`src/rtl/muldiv_unit.sv`:
```
// Iterative RV32M/RV64M multiply/divide unit (shift-add multiply, restoring divide); MULDIV_FAST_MUL_EN selects a single-cycle multiplier.
// Latency: XLEN+1 cycles iterative, 1 cycle for divide-by-zero/overflow shortcuts (and for multiplies with MULDIV_FAST_MUL_EN).
// Backpressure: start is ignored while busy; the hazard unit stalls on start|busy, flush aborts without a done.
module muldiv_unit #(
  parameter int XLEN  = 32,
  parameter int REG_W = 5
) (
  input  logic             clk,
  input  logic             reset,
  input  logic             start,
  input  logic             flush,
  input  logic [2:0]       op,
  input  logic [XLEN-1:0]  a,
  input  logic [XLEN-1:0]  b,
  input  logic [REG_W-1:0] rd_in,
  output logic             busy,
  output logic             done,
  output logic [XLEN-1:0]  result,
  output logic [REG_W-1:0] rd_out
);

  localparam int CW = $clog2(XLEN + 1);
  localparam logic [XLEN-1:0] MIN_NEG = {1'b1, {(XLEN-1){1'b0}}};

  typedef enum logic [1:0] {S_IDLE, S_BUSY, S_DONE} state_t;

  state_t            state;
  logic [2:0]        op_q;
  logic [REG_W-1:0]  rd_q;
  logic              res_neg;
  logic [CW-1:0]     cnt;
  logic [2*XLEN-1:0] acc;
  logic [XLEN-1:0]   opnd_b;

  logic              a_sgn, b_sgn, a_neg, b_neg;
  logic [XLEN-1:0]   a_mag, b_mag;
  logic              div0, ovf, accept;
  logic [XLEN-1:0]   short_res;
  logic [XLEN:0]     mul_sum, div_r, div_diff;
  logic [2*XLEN-1:0] mul_next, div_next, step, prod_fix;
  logic [XLEN-1:0]   quot_rem, qr_fix, fin_res;

  always_comb begin
    a_sgn = 1'b0;
    b_sgn = 1'b0;
    case (op)
      3'd1, 3'd4, 3'd6: begin a_sgn = 1'b1; b_sgn = 1'b1; end
      3'd2:             a_sgn = 1'b1;
      default:          ;
    endcase
  end

  assign a_neg  = a_sgn & a[XLEN-1];
  assign b_neg  = b_sgn & b[XLEN-1];
  assign a_mag  = a_neg ? -a : a;
  assign b_mag  = b_neg ? -b : b;
  assign div0   = op[2] && (b == '0);
  assign ovf    = op[2] && !op[0] && (a == MIN_NEG) && (b == '1);
  assign accept = start && !flush && (state != S_BUSY);

  // Remainder ops have op[1] set; divide-by-zero and overflow bypass the iteration.
  always_comb begin
    short_res = '0;
    if (div0)     short_res = op[1] ? a : '1;
    else if (ovf) short_res = op[1] ? '0 : a;
  end

  // acc holds {partial product, multiplier} for multiply and {remainder, dividend} for divide.
  assign mul_sum  = {1'b0, acc[2*XLEN-1:XLEN]} + {1'b0, (acc[0] ? opnd_b : {XLEN{1'b0}})};
  assign mul_next = {mul_sum, acc[XLEN-1:1]};
  assign div_r    = acc[2*XLEN-1:XLEN-1];
  assign div_diff = div_r - {1'b0, opnd_b};
  assign div_next = div_diff[XLEN] ? {div_r[XLEN-1:0], acc[XLEN-2:0], 1'b0}
                                   : {div_diff[XLEN-1:0], acc[XLEN-2:0], 1'b1};
  assign step     = op_q[2] ? div_next : mul_next;

  assign prod_fix = res_neg ? -step : step;
  assign quot_rem = op_q[1] ? step[2*XLEN-1:XLEN] : step[XLEN-1:0];
  assign qr_fix   = res_neg ? -quot_rem : quot_rem;

  always_comb begin
    case (op_q)
      3'd0:             fin_res = prod_fix[XLEN-1:0];
      3'd1, 3'd2, 3'd3: fin_res = prod_fix[2*XLEN-1:XLEN];
      default:          fin_res = qr_fix;
    endcase
  end

`ifdef MULDIV_FAST_MUL_EN
  logic [2*XLEN-1:0] fast_a, fast_b, fast_prod;
  logic [XLEN-1:0]   fast_res;
  logic              fast_sel;
  assign fast_a    = {{XLEN{a_neg}}, a};
  assign fast_b    = {{XLEN{b_neg}}, b};
  assign fast_prod = fast_a * fast_b;
  assign fast_res  = (op == 3'd0) ? fast_prod[XLEN-1:0] : fast_prod[2*XLEN-1:XLEN];
  assign fast_sel  = !op[2];
`else
  logic [XLEN-1:0]   fast_res;
  logic              fast_sel;
  assign fast_res  = '0;
  assign fast_sel  = 1'b0;
`endif

  always_ff @(posedge clk or negedge reset) begin
    if (!reset) begin
      state   <= S_IDLE;
      op_q    <= '0;
      rd_q    <= '0;
      res_neg <= 1'b0;
      cnt     <= '0;
      acc     <= '0;
      opnd_b  <= '0;
      result  <= '0;
      rd_out  <= '0;
    end else if (flush) begin
      state <= S_IDLE;
    end else if (accept) begin
      op_q    <= op;
      rd_q    <= rd_in;
      res_neg <= op[2] && op[1] ? a_neg : (a_neg ^ b_neg);
      cnt     <= CW'(XLEN);
      acc     <= {{XLEN{1'b0}}, a_mag};
      opnd_b  <= b_mag;
      if (div0 || ovf) begin
        state  <= S_DONE;
        result <= short_res;
        rd_out <= rd_in;
      end else if (fast_sel) begin
        state  <= S_DONE;
        result <= fast_res;
        rd_out <= rd_in;
      end else begin
        state <= S_BUSY;
      end
    end else begin
      case (state)
        S_BUSY: begin
          acc <= step;
          cnt <= cnt - CW'(1);
          if (cnt == CW'(1)) begin
            state  <= S_DONE;
            result <= fin_res;
            rd_out <= rd_q;
          end
        end
        default: state <= S_IDLE;
      endcase
    end
  end

  assign busy = (state == S_BUSY);
  assign done = (state == S_DONE);

endmodule

```
`config.mk`:
```
export PLATFORM = sky130hd
export DESIGN_NAME = muldiv_unit
export DESIGN_NICKNAME = d
export VERILOG_FILES = /design/src/rtl/muldiv_unit.sv
export SDC_FILE = /design/constraint.sdc
export NUM_CORES = 1
export LEC_CHECK = 0
export ABC_CLOCK_PERIOD_IN_PS = 6900
export BUFFER_PORTS_ARGS = -buffer_cell sky130_fd_sc_hd__buf_2
export CORE_UTILIZATION = 30
export CTS_BUF_LIST = sky130_fd_sc_hd__clkbuf_8 sky130_fd_sc_hd__clkbuf_16
export CTS_CLUSTER_SIZE = 28
export DETAILED_ROUTE_END_ITERATION = 8
export GPL_TIMING_DRIVEN = 0
export PLACE_DENSITY = 0.54
export SKIP_LAST_GASP = 1
export SLEW_MARGIN = 15
export SYNTH_ARGS = -nofsm -noshare
export SYNTH_HDL_FRONTEND = slang
export SYNTH_SLANG_ARGS = --single-unit
```
`constraint.sdc`:
```
create_clock -name clk -period 6.9 [get_ports clk]
set_clock_uncertainty 0.1 [all_clocks]
set_input_delay 2.07 -clock clk [delete_from_list [all_inputs] [get_ports clk]]
set_output_delay 2.07 -clock clk [all_outputs]
set_load 0.005 [all_outputs]
```
==> results.json <==
{
  "synth_cell_types": 107,
  "fin_crit_sh_pct": 99.3,
  "start_util_pct": 30.3,
  "worstMarginPinSlew_ps": 1130,
  "final_common_cell": "nand2_1",
  "dpl.hpwl_mm": 64.0,
  "ys_top_cells_by_area": "dfrtp_1 (22%), o21ai_0 (6.7%), nand2_1 (6.3%)",
  "fp.dieW_um": 238,
  "seq_area_frac_synth_pct": 22.5,
  "syn_area_mm2": 0.0167,
  "max_stage_delay_ps": 830,
  "grt_pass1_wl_mm": 116,
  "critical-path-top-delay-family": "buffers and inverters",
  "cts_tree": "built",
  "min_path_type": "register to register",
  "slew_headroom_pct": 24.3,
  "yosysWarnings": 0,
  "ir_worst_vdd_v": 0.000203,
  "cts_sinks": 150,
  "rows": 86,
  "run_status": "finished clean",
  "cts_buffers": 17,
  "drv_cap": 0,
  "postSynth.asyncResetShare_pct": 100,
  "first_pass_iters": 8,
  "grt_overflow": 0,
  "syn_avg_cell_area_um2": 7.42,
  "p_leak_nw": 7.94,
  "drtIter0Drc": 2221,
  "netlist.area_leader.share_pct": 22.5,
  "cts_buffer_depth": 2,
  "synth_largest_area_cell": "dfrtp_1",
  "holdBufCountCts": 0,
  "wl_per_cell_um": 25.0,
  "report.final.slew_viol_count": 0,
  "design_area_mm2": 0.0190,
  "nFillCells": 6019,
  "utilization_pct": 34.5,
  "gr-usage-all-layers_pct": 27.7,
  "final_hold_viol_count": 0,
  "io_buffers": 114,
  "antenna_found_initial": 1,
  "pre_cts_slack_ps": -800,
  "htree_levels": 4,
  "period_minus_slack_ps": 6850,
  "cp-start-kind": "register",
  "fin_nets": 2536,
  "drtAntennaViolNets": 0,
  "wl_mm": 78.7,
  "rsz0062_at_grt": "yes",
  "synth_ff_type": "dfrtp_1",
  "final_cell_mix": "nand2_1 (282), o21ai_0 (225), nor2_1 (217)",
  "syn-num-nets": 2399,
  "cp_cell_sequence": "clkbuf_4, buf_4, buf_2, buf_4, buf_2, buf_4, buf_2, buf_2, buf_1, buf_2, nor2_1, nand2_1, nor2_1, a2111oi_0, o221ai_1, o21a_1",
  "place_congestion": 1.01,
  "ctsRootBufferMaster": "clkbuf_16",
  "core-area_mm2": 0.0551,
  "die_area_mm2": 0.0566,
  "required_ps": 7180,
  "worst_slack_ps": 46.7,
  "setup_tns_ps": 0,
  "drc": 0,
  "grt_pass1_vias": 18100,
  "critPathArrivalTime_ps": 7130,
  "powerDensity_mw_per_mm2": 451,
  "via_per_inst": 5.99,
  "slowest_stage": "buf_1",
  "whs_ps": 373,
  "drive_gt1_share_pct": 10.9,
  "syn_inst": 2250,
  "placed_area_mm2": 0.0183,
  "clock_latency_ps": 500,
  "synth-edff-count": 0,
  "via_count": 18850,
  "cp.buffers_inverters": 10,
  "cpMostUsedCell": "buf_2",
  "clkTransAtPathRegs_ps": 80,
  "area_delta_synth_final_pct": 13.6,
  "grt_max_degree": 91,
  "worstPathMaxFanout": 19,
  "max_freq_mhz": 146,
  "io_pins": 115,
  "ys_seq_elements": 150,
  "crit_path_end_kind": "register",
  "die_y_um": 238,
  "worstSetupPathType": "register to register",
  "finalSetupViolCount": 0
}
## worst min-delay path, cell delays in order, from the launching register on
cell,delay [ps]
dfrtp_1,330
nand2_1,40
nand2_1,70
## what timing repair did
action	CTS	global route
hold endpoints to repair	0	0
gates resized for setup	2	9
setup buffers	2	2
pin swaps	2	3
endpoints found under the setup margin	13	9
## worst paths after layout
kind	from	endpoint	slack, ps	cells past startpoint
max	op_q[2]	result[25]	50	16
min	rd_q[4]	rd_q[4]	370	2
max reg2reg	op_q[2]	result[25]	50	16
min reg2reg	rd_q[4]	rd_q[4]	370	2
max in group asynchronous	reset	opnd_b[16]	4410	2
min in group asynchronous	reset	acc[26]	1420	1
## registers in the layout, indices dropped and copies added (netlist names)
name / count
op_q: 3
opnd_b: 32
result: 32
state: 2
rd_q: 5
acc: 64
cnt: 6
rd_out: 5
res_neg: 1
## cell type report
| type | count | area [µm²] | area share [%] |
|---|---|---|---|
| diodes | 1 | 2.50 | 0.0132 |
| plain buffers | 127 | 541 | 2.85 |
| clock buffers | 18 | 439 | 2.31 |
| clock inverters | 14 | 205 | 1.08 |
| inverters | 67 | 251 | 1.32 |
| multi-input cells | 1904 | 12200 | 64.3 |
| flip-flops and latches | 150 | 3750 | 19.8 |
| well taps | 748 | 936 | 4.93 |
| repair buffers | 120 | 646 | 3.40 |
## synthesized netlist by cell type (5+ instances only)
library cell	n
o21ai_1	5
nor4_1	17
a31o_2	5
a21oi_1	149
and3_1	16
o22ai_1	24
dfrtp_1	150
nand2b_1	19
ha_1	71
a221oi_1	19
nand3_1	49
nand4_1	32
buf_2	21
buf_1	14
a21o_1	41
o221ai_1	24
mux2i_1	51
clkbuf_1	88
or2_2	11
xnor2_1	117
nand3b_1	7
o21a_1	20
o21bai_1	11
a31oi_1	37
mux2_2	21
o21ai_0	225
a211o_1	8
o31ai_1	42
nor3_1	54
nor2b_1	20
nand2_1	282
a311oi_1	8
a22o_1	18
nor2_1	218
xor2_1	67
inv_1	64
o41ai_1	10
nor3b_1	12
a211oi_1	12
o211ai_1	14
and2_1	49
or3_1	10
## stage by stage
stage | cells | power [W]
detailed placement | 3114 | 0.00729
floorplan | 2250 | 0.00536
finish | 3149 | 0.00855
CTS | 3146 | 0.00839
global placement | 3112 | 0.00724
global route | 3148 | 0.00907
## layer usage
layer | global-route usage [%] | up-vias | share of wire (%)
li1 | - | 8514 | -
met1 | 37.5 | 9262 | 44
met2 | 42.4 | 930 | 44
met3 | 6.26 | 144 | 8.9
met4 | 11.1 | 0 | 3.5
met5 | 0 | - | 0
## power by group
part / switching [W] / internal, W
logic: 0.00383 / 0.00205
registers: 0.000423 / 0.00119
clock network: 0.000475 / 0.000594
## cell families (layout without fill, tap and decap cells)
logic type / Yosys count / count (layout) / share of synthesized area, %
AND/OR/NAND/NOR: 827 / 827 / 23.5
AO/OA/AOI/OAI: 747 / 747 / 29.5
buffers and inverters: 196 / 346 / 4.76
XOR/XNOR: 184 / 184 / 9.65
flip-flops: 150 / 150 / 22.5
adder cells (fa/ha/maj): 73 / 73 / 5.56
multiplexers: 73 / 73 / 4.55
other: 0 / 1 / 0
Note: power is estimated with default switching activity, not from simulation.
